[src/rtl/servant_clkgate_pkg.sv]
// servant_clkgate_pkg
//   Shared types and constants for the clock-enable sequencer.
//   chan_state_e : per-channel FSM state (OFF, WAKE, ON, IDLE).
//   CNT_W        : width of the per-channel wake/idle down-counter.
package servant_clkgate_pkg;

  localparam int CNT_W = 8;

  typedef enum logic [1:0] {
    ST_OFF  = 2'd0,
    ST_WAKE = 2'd1,
    ST_ON   = 2'd2,
    ST_IDLE = 2'd3
  } chan_state_e;

endpackage

[src/rtl/servant_clk_gate_ctrl_if.sv]
// servant_clk_gate_ctrl_if
//   Request/acknowledge bundle between the two requesters and the sequencer.
//   i_req    [1:0] per-channel level request (bit n = channel n)
//   o_ack    [1:0] per-channel acknowledge, high only while the channel is ON
//   o_clk_en [1:0] per-channel BUFGCE enable
//   o_busy         high while any channel is waking
//   master: requester side, slave: sequencer side.
interface servant_clk_gate_ctrl_if;
  logic [1:0] i_req;
  logic [1:0] o_ack;
  logic [1:0] o_clk_en;
  logic       o_busy;

  modport master (output i_req, input o_ack, input o_clk_en, input o_busy);
  modport slave  (input i_req, output o_ack, output o_clk_en, output o_busy);
endinterface

[src/rtl/servant_clk_gate_chan.sv]
// servant_clk_gate_chan
//   One gated-clock channel: OFF -> WAKE -> ON (-> IDLE) FSM with an 8-bit
//   down-counter timing the wake settle and the idle timeout.
//   Build option: SERVANT_CLKGATE_IDLE_EN enables the IDLE state; without it
//   a request drop in ON gates the clock off immediately.
//   Ports:
//     i_clk, i_rst  ungated clock, asynchronous active-high reset
//     i_req         level request from the requester
//     i_grant       wake token offered by the arbiter (used only in OFF)
//     o_held        registered: channel is in WAKE (holds the token)
//     o_ack         registered: channel is in ON
//     o_en          registered: channel is not OFF (BUFGCE enable)
module servant_clk_gate_chan
  import servant_clkgate_pkg::*;
#(
  parameter int WAKE_CYCLES = 4,
  parameter int IDLE_CYCLES = 16
) (
  input  logic i_clk,
  input  logic i_rst,
  input  logic i_req,
  input  logic i_grant,
  output logic o_held,
  output logic o_ack,
  output logic o_en
);

  // Both counters run down to zero inclusive, so load N-1 for N cycles.
  localparam logic [CNT_W-1:0] WAKE_LOAD = CNT_W'(WAKE_CYCLES - 1);

  if (WAKE_CYCLES < 1 || WAKE_CYCLES > 255 ||
      IDLE_CYCLES < 1 || IDLE_CYCLES > 255) begin : g_bad_cfg
    $error("servant_clk_gate_chan: WAKE_CYCLES/IDLE_CYCLES must be 1..255");
  end

  chan_state_e      state_q, state_d;
  logic [CNT_W-1:0] cnt_q, cnt_d;
  logic             held_q, held_d;
  logic             ack_q, ack_d;
  logic             en_q, en_d;

  always_comb begin
    state_d = state_q;
    cnt_d   = cnt_q;
    case (state_q)
      ST_OFF: begin
        if (i_req && i_grant) begin
          state_d = ST_WAKE;
          cnt_d   = WAKE_LOAD;
        end
      end
      ST_WAKE: begin
        // Dropping the request aborts the wake; leaving WAKE frees the token.
        if (!i_req) begin
          state_d = ST_OFF;
        end else if (cnt_q == '0) begin
          state_d = ST_ON;
        end else begin
          cnt_d = cnt_q - 1'b1;
        end
      end
      ST_ON: begin
        if (!i_req) begin
`ifdef SERVANT_CLKGATE_IDLE_EN
          state_d = ST_IDLE;
          cnt_d   = CNT_W'(IDLE_CYCLES - 1);
`else
          state_d = ST_OFF;
`endif
        end
      end
      ST_IDLE: begin
`ifdef SERVANT_CLKGATE_IDLE_EN
        // Clock is still running, so a returning request skips the wake.
        if (i_req) begin
          state_d = ST_ON;
        end else if (cnt_q == '0) begin
          state_d = ST_OFF;
        end else begin
          cnt_d = cnt_q - 1'b1;
        end
`else
        state_d = ST_OFF;
`endif
      end
      default: state_d = ST_OFF;
    endcase

    // Outputs are decoded from the next state so they come straight off flops.
    held_d = (state_d == ST_WAKE);
    ack_d  = (state_d == ST_ON);
    en_d   = (state_d != ST_OFF);
  end

  always_ff @(posedge i_clk or posedge i_rst) begin
    if (i_rst) begin
      state_q <= ST_OFF;
      cnt_q   <= '0;
      held_q  <= 1'b0;
      ack_q   <= 1'b0;
      en_q    <= 1'b0;
    end else begin
      state_q <= state_d;
      cnt_q   <= cnt_d;
      held_q  <= held_d;
      ack_q   <= ack_d;
      en_q    <= en_d;
    end
  end

  assign o_held = held_q;
  assign o_ack  = ack_q;
  assign o_en   = en_q;

endmodule

[src/rtl/servant_clk_gate_ctrl.sv]
// servant_clk_gate_ctrl
//   Clock-enable sequencer for the two BUFGCE-gated clocks of the clock
//   generator. Two channel FSMs share a single wake token so the gated
//   domains power up one at a time; contention is resolved round-robin.
//   Build option: SERVANT_CLKGATE_IDLE_EN (idle hold-off before gating off).
//   Ports:
//     i_clk  ungated PLL clock
//     i_rst  asynchronous active-high reset
//     bus    slave side of servant_clk_gate_ctrl_if (i_req, o_ack,
//            o_clk_en, o_busy)
module servant_clk_gate_ctrl
  import servant_clkgate_pkg::*;
#(
  parameter int WAKE_CYCLES = 4,
  parameter int IDLE_CYCLES = 16
) (
  input logic                    i_clk,
  input logic                    i_rst,
  servant_clk_gate_ctrl_if.slave bus
);

  logic [1:0] grant;
  logic [1:0] held;
  logic [1:0] ack;
  logic [1:0] en;
  logic [1:0] want;
  logic       ptr_q, ptr_d;

  for (genvar gi = 0; gi < 2; gi++) begin : g_chan
    // A channel competes for the token only while its clock is off.
    assign want[gi] = bus.i_req[gi] & ~en[gi];

    servant_clk_gate_chan #(
      .WAKE_CYCLES(WAKE_CYCLES),
      .IDLE_CYCLES(IDLE_CYCLES)
    ) u_chan (
      .i_clk  (i_clk),
      .i_rst  (i_rst),
      .i_req  (bus.i_req[gi]),
      .i_grant(grant[gi]),
      .o_held (held[gi]),
      .o_ack  (ack[gi]),
      .o_en   (en[gi])
    );
  end

  // Token is free only when no channel is in WAKE as of the last edge, so
  // a waiting channel is granted the cycle after the holder leaves WAKE.
  always_comb begin
    grant = 2'b00;
    ptr_d = ptr_q;
    if (held == 2'b00) begin
      if (want == 2'b11) begin
        grant[ptr_q] = 1'b1;
      end else begin
        grant = want;
      end
    end
    if (grant[0]) begin
      ptr_d = 1'b1;
    end else if (grant[1]) begin
      ptr_d = 1'b0;
    end
  end

  always_ff @(posedge i_clk or posedge i_rst) begin
    if (i_rst) begin
      ptr_q <= 1'b0;
    end else begin
      ptr_q <= ptr_d;
    end
  end

  assign bus.o_ack    = ack;
  assign bus.o_clk_en = en;
  assign bus.o_busy   = |held;

endmodule
[src/flat_wrapper.sv]
// flat-port wrapper written by rule: the top's interface ports become plain ports
module servant_clk_gate_ctrl_flat import servant_clkgate_pkg::*;
#(
  parameter int WAKE_CYCLES = 4,
  parameter int IDLE_CYCLES = 16
)
  (i_clk, i_rst, bus_i_req, bus_o_ack, bus_o_clk_en, bus_o_busy);
  servant_clk_gate_ctrl_if bus_i ();
  input logic i_clk;
  input logic i_rst;
  input wire logic [$bits(bus_i.i_req)-1:0] bus_i_req;
  output wire logic [$bits(bus_i.o_ack)-1:0] bus_o_ack;
  output wire logic [$bits(bus_i.o_clk_en)-1:0] bus_o_clk_en;
  output wire logic [$bits(bus_i.o_busy)-1:0] bus_o_busy;
  assign bus_i.i_req = bus_i_req;
  assign bus_o_ack = bus_i.o_ack;
  assign bus_o_clk_en = bus_i.o_clk_en;
  assign bus_o_busy = bus_i.o_busy;
  servant_clk_gate_ctrl #(.WAKE_CYCLES(WAKE_CYCLES), .IDLE_CYCLES(IDLE_CYCLES)) u_core (.i_clk(i_clk), .i_rst(i_rst), .bus(bus_i));
endmodule
[config.mk]
export PLATFORM = sky130hd
export DESIGN_NAME = servant_clk_gate_ctrl_flat
export DESIGN_NICKNAME = d
export VERILOG_FILES = /design/src/rtl/servant_clkgate_pkg.sv /design/src/rtl/servant_clk_gate_ctrl_if.sv /design/src/rtl/servant_clk_gate_chan.sv /design/src/rtl/servant_clk_gate_ctrl.sv /design/src/flat_wrapper.sv
export SDC_FILE = /design/constraint.sdc
export NUM_CORES = 1
export LEC_CHECK = 0
export ABC_AREA = 1
export CAP_MARGIN = 40
export CORE_MARGIN = 2
export CORE_UTILIZATION = 35
export CTS_CLUSTER_DIAMETER = 50
export CTS_CLUSTER_SIZE = 28
export DETAILED_ROUTE_END_ITERATION = 10
export GPL_TIMING_DRIVEN = 0
export PLACE_DENSITY = 0.59
export SLEW_MARGIN = 40
export SYNTH_ARGS = -nofsm -noshare
export SYNTH_HDL_FRONTEND = slang
export SYNTH_SLANG_ARGS = --single-unit
[constraint.sdc]
create_clock -name i_clk -period 1.45 [get_ports i_clk]
set_input_delay 0.3625 -clock i_clk [delete_from_list [all_inputs] [get_ports i_clk]]
set_output_delay 0.3625 -clock i_clk [all_outputs]
set_load 0.03 [all_outputs]
-- After elaboration in Yosys (flattened, before gate mapping)
Cells that the tools add are included.
- latch bits: 0
- word-level logic and storage cells: 76
- memory bits (read-only): 0
- RAM bits: 0
- memories: 0
- register bits after elaboration: 27
- mux-type cells: 24
- equal/unequal tests: 17
- order comparisons: 2
- divide/modulo/power cells: 0
- add/subtract/negate cells: 2
- shifts and indexed selects: 0
- $mul: 0
- reduce and logical (&&, ||, !) cells: 16
- bitwise logic cells: 4
- operator list (cell ; count):
    8-bit 2-to-1 mux ; 6
    8-bit one-hot mux with 2 select lines ; 2
    2-bit 2-to-1 mux ; 10
    8-bit zero test ; 2
    2-bit one-hot mux with 4 select lines ; 2
    8-bit by 1-bit subtractor with 8-bit output, second input constant ; 2
    2-bit == test, second input constant ; 7
    2-bit inequality test, second input constant ; 6
    2-bit nonzero test ; 5
    2-bit by 1-bit == test with 1-bit output, second input constant ; 4
    4-bit AND reduction ; 2
    2-bit zero test ; 3
    1-bit logical AND ; 3
    1-bit 2-to-1 mux ; 3
    1-bit bitwise AND ; 2
    1-bit by 2-bit less-than comparator with 1-bit output, second input constant ; 1
    1-bit NOT ; 2
    2-bit OR reduction ; 1
    1-bit demux with 1-bit select ; 1
    1-bit greater-or-equal comparator, second input constant ; 1

-- Depth between registers and ports, before layout
- depth in word-level cells: 10
- mapped depth: 10

-- Cells and area by module
Synthesis repeated with hierarchy kept, for this count alone.
- cell total of the unflattened synthesis: 203
- area total of the unflattened synthesis: 1560.2 µm²
- modules (own cells, without submodules) (module ; instances ; seq. area each (µm²) ; area each (µm²) ; cells an instance):
    servant_clk_gate_chan ; 2 ; 325.3 ; 729.4 ; 93
    servant_clk_gate_ctrl ; 1 ; 25.0 ; 101.3 ; 17

-- Worst setup path before layout
Ideal clock, no wire load.
- path type: register to register
- from: reg u_core.g_chan[0].u_chan.cnt_q[0]
- to: reg u_core.g_chan[0].u_chan.en_q
- library setup time: 0.121 ns
- stages on the path, launching flop included: 10
- buffers on the path: 0
- arrival time: 1.210 ns
- clock period less this slack: 1.331 ns
- setup slack: 0.119 ns
- path through: dfrtp_1 -> inv_1 -> ha_1 -> inv_1 -> nor3_1 -> nand2_1 -> nand2_1 -> nand2_1 -> nand2_2 -> nand2_1
- word-level cells in the longest chain between the ends: 5
- ends and longest elaborated chain (item ; RTL line ; RTL):
    from (decl) ; servant_clk_gate_chan.sv:37 ; logic [CNT_W-1:0] cnt_q, cnt_d;
    from (signal assigned) ; servant_clk_gate_chan.sv:104 ; cnt_q <= cnt_d;
    8-bit zero test ; servant_clk_gate_chan.sv:56 ; end else if (cnt_q == '0) begin
    2-bit 2-to-1 mux ; servant_clk_gate_chan.sv:56 ;
    2-bit 2-to-1 mux ; servant_clk_gate_chan.sv:54 ; if (!i_req) begin
    2-bit one-hot mux with 4 select lines ; servant_clk_gate_chan.sv:45 ; case (state_q)
    2-bit nonzero test ; servant_clk_gate_chan.sv:92 ; en_d = (state_d != ST_OFF);
    net u_core.g_chan[0].u_chan.en_d ; servant_clk_gate_chan.sv:40 ; logic en_q, en_d;
    to (signal assigned) ; servant_clk_gate_chan.sv:107 ; en_q <= en_d;
    to (decl) ; servant_clk_gate_chan.sv:40 ;
The timed path passes the listed nets, and every way through them passes these cells.
A chain may end at the register's enable or synchronous reset.

-- Worst setup path in the final report
- from: reg u_core.g_chan[1].u_chan.en_q
- to: out bus_o_clk_en[1]
- RTL lines (item ; RTL line ; RTL):
    from (decl) ; servant_clk_gate_chan.sv:40 ;
    from (signal assigned) ; servant_clk_gate_chan.sv:107 ;
    to (decl) ; flat_wrapper.sv:13 ; output wire logic [$bits(bus_i.o_clk_en)-1:0] bus_o_clk_en;
No word-level cell between the ends.

==> results.ini <==
[setup_path]
crit_arrival_ns = 1.04
endpoint_kind = output port
worstPathCellList = buf_4 -> clkdlybuf4s15_2
critPathRequiredTime_ns = 1.09
critPathKind = reg -> out
r2r_end = u_core.g_chan[1].u_chan.cnt_q[3]$_DFFE_PP0P_
cp-start-kind = flip-flop
r2r_slack_ns = 0.11
crit_fanout = 2
r2r_cells = 8
slowest_stage = dfrtp_1
max_stage_delay_ns = 0.38
r2r_start = u_core.g_chan[1].u_chan.cnt_q[1]$_DFFE_PP0P_

[synthesis]
yosys_warnings = 0
synthesis.nets = 209
ys_seq_elements = 27
yosysTopAreaCell = dfrtp_1
syn_area_per_cell_sq_um = 7.41
yosys-top-cells-area = dfrtp_1 45%, nand2_1 18%, inv_1 8.2%, nor2_1 5.5%, nand3_1 4.3%
ys_top_cells_by_count = 71 x nand2_1, 33 x inv_1, 27 x dfrtp_1
synth_cell_types = 21
async_flop_share = 1.00
syn_inst = 203
synth.most_common_cell = nand2_1
netlist_area_sq_um = 1510
yosys_most_used_dff = dfrtp_1
seq_area_frac_synth = 0.449
synth_edf_count = 0
synth_top_area_share = 0.449

[layout]
drive_gt1_frac = 0.219
antenna_cells = 0
finish.net_count = 226
fin_cells = 269
syn2layout_area_growth_pct = 19.6

[routing]
drtIter0Drc = 37
first_pass_iters = 4
drc_errors = 0
ant_nets = 0
finalWirelength_mm = 2.85
post_drt_wl_per_cell_microns = 10.6
via_per_inst = 4.58
vias = 1231

[global_routing]
grt_usage = 0.125
grt_pass1_vias = 1130
overflow = 0
grt_max_degree = 28
grt_pass1_wl_mm = 4.99
antenna_found_initial = 0

[clock_network]
cts_sinks = 27
tritoncts = yes
clockBufferDepth = 2
clk_latency_ns = 0.27
h-tree-depth = 1
cts_made_buffers = 3
cts_hold_buf = 0
ctsRootBufferMaster = clkbuf_8
clk_pin_slew_ns = 0.10

[timing]
period_minus_slack_ns = 1.40
setup_viol = 0
finalCritPeriodShare = 0.967
rsz0062_at_grt = no
max_freq_mhz = 713
finalWorstSetupSlack_ns = 0.0472
worst_slew_pin_slew_ns = 0.577
slew_headroom = 0.615
finClkSkew_ns = 0.00886
hold_violations = 0
setup-tns-final_ns = 0
drv_slew = 0

[hold_path]
hp-start = bus_i_req[1]
min-delay-path-class = in -> reg
hold_path_end = u_core.g_chan[1].u_chan.cnt_q[1]$_DFFE_PP0P_
min_path_cells = 3

[power]
peakVddDrop_v = 0.000544
power_density_nw_per_um2 = 1940
leakage_nw = 0.965

[run_status]
status = completed

[place]
place_ws_ns = -0.428
routabilityCongestion = 0.782
portBuffers = 7
dpl.hpwl_mm = 1.90
dp_cells = 260

[floorplanning]
dieHeight_microns = 69.6
core_area_sq_um = 4060
die_w_microns = 69.6
row_count = 23
num_io_pins = 9
die-area_sq_um = 4840
start_util = 0.371

[run]
max_cap_violations = 0

==> how the worst max path moves through the flow <==
stage	endpoint	cells past startpoint	start
after global placement	u_core.g_chan[0].u_chan.cnt_q[4]$_DFFE_PP0P_	8	bus_i_req[0]
final	bus_o_clk_en[1]	2	u_core.g_chan[1].u_chan.o_en$_DFF_PP0_
after global routing	u_core.g_chan[0].u_chan.cnt_q[5]$_DFFE_PP0P_	9	u_core.g_chan[0].u_chan.cnt_q[1]$_DFFE_PP0P_
after CTS	bus_o_busy	3	u_core.g_chan[0].u_chan.o_held$_DFF_PP0_
after detailed placement	u_core.g_chan[0].u_chan.cnt_q[3]$_DFFE_PP0P_	8	bus_i_req[0]
after floorplan	u_core.g_chan[0].u_chan.o_en$_DFF_PP0_	9	u_core.g_chan[0].u_chan.cnt_q[0]$_DFFE_PP0P_
==> area by class of cell <==
class	instances	area [sq um]
fill	412	2260
sequential	27	678
clock buffer	3	41.3
inverter	33	124
buffer	5	41.3
clock inverter	1	5.00
tap	50	62.6
multi-input combinational	139	759
timing repair buffer	11	88.8
==> what timing repair did <==
action,CTS,global route
buffers inserted,0,4
pin swaps,3,6
gates cloned,1,0
gates resized for setup,23,27
endpoints found under the setup margin,27,26
==> registers in the layout, indices dropped and copies added, names as in the netlist <==
name and cells:
u_core.g_chan.u_chan.o_held 2, u_core.ptr_q 1, u_core.g_chan.u_chan.o_ack 2, u_core.g_chan.u_chan.o_en 2
u_core.g_chan.u_chan.cnt_q 16, u_core.g_chan.u_chan.state_q 4
==> worst max-delay path: cells and delay by family (launching register included) <==
family	cells	cell delay, ns
buffers and inverters	2	0.39
DFF	1	0.38
==> kinds of logic (layout without fill, tap and decap cells) <==
logic type	after synthesis	after routing	share of synthesized area
simple gates	119	120	0.343
buf+inv	38	53	0.110
flops	27	27	0.449
compound gates	11	11	0.0466
xor+xnor	6	6	0.0349
fa+ha+maj	2	2	0.0166
==> through the flow <==
stage | hold WS [ns] | power [W] | area (sq um) | utilization
2_1_floorplan | 0.415 | 0.00243 | 1510 | -
3_3_place_gp | 0.473 | 0.00277 | 1640 | 0.404
3_5_place_dp | 0.491 | 0.00279 | 1640 | 0.404
4_1_cts | 0.363 | 0.00331 | 1720 | 0.423
5_1_grt | 0.380 | 0.00384 | 1800 | 0.444
6_report | 0.372 | 0.00349 | 1800 | 0.444
==> per-layer routing <==
| metal | wire length (microns) | GRT usage | vias up |
|---|---|---|---|
| li1 | - | - | 645 |
| met1 | 1460 | 0.170 | 575 |
| met2 | 1290 | 0.198 | 9 |
| met3 | 63 | 0.0203 | 2 |
| met4 | 41 | 0.0523 | 0 |
| met5 | 0 | 0 | - |
==> cell usage in the layout (no fill, tap or decap), types with 5 or more instances in the layout <==
cell type   n
inv_1      27
nand2_2     5
nor2_1     20
nand2_1    66
nand3_1    13
xor2_1      6
dfrtp_1    25
inv_2       6
buf_4       8
==> report_power, final <==
part           switching (W)  internal [W]
clock network       0.000243      0.000193
logic                0.00117      0.000690
registers           0.000201      0.000995
(Power assumes the default switching activity.)
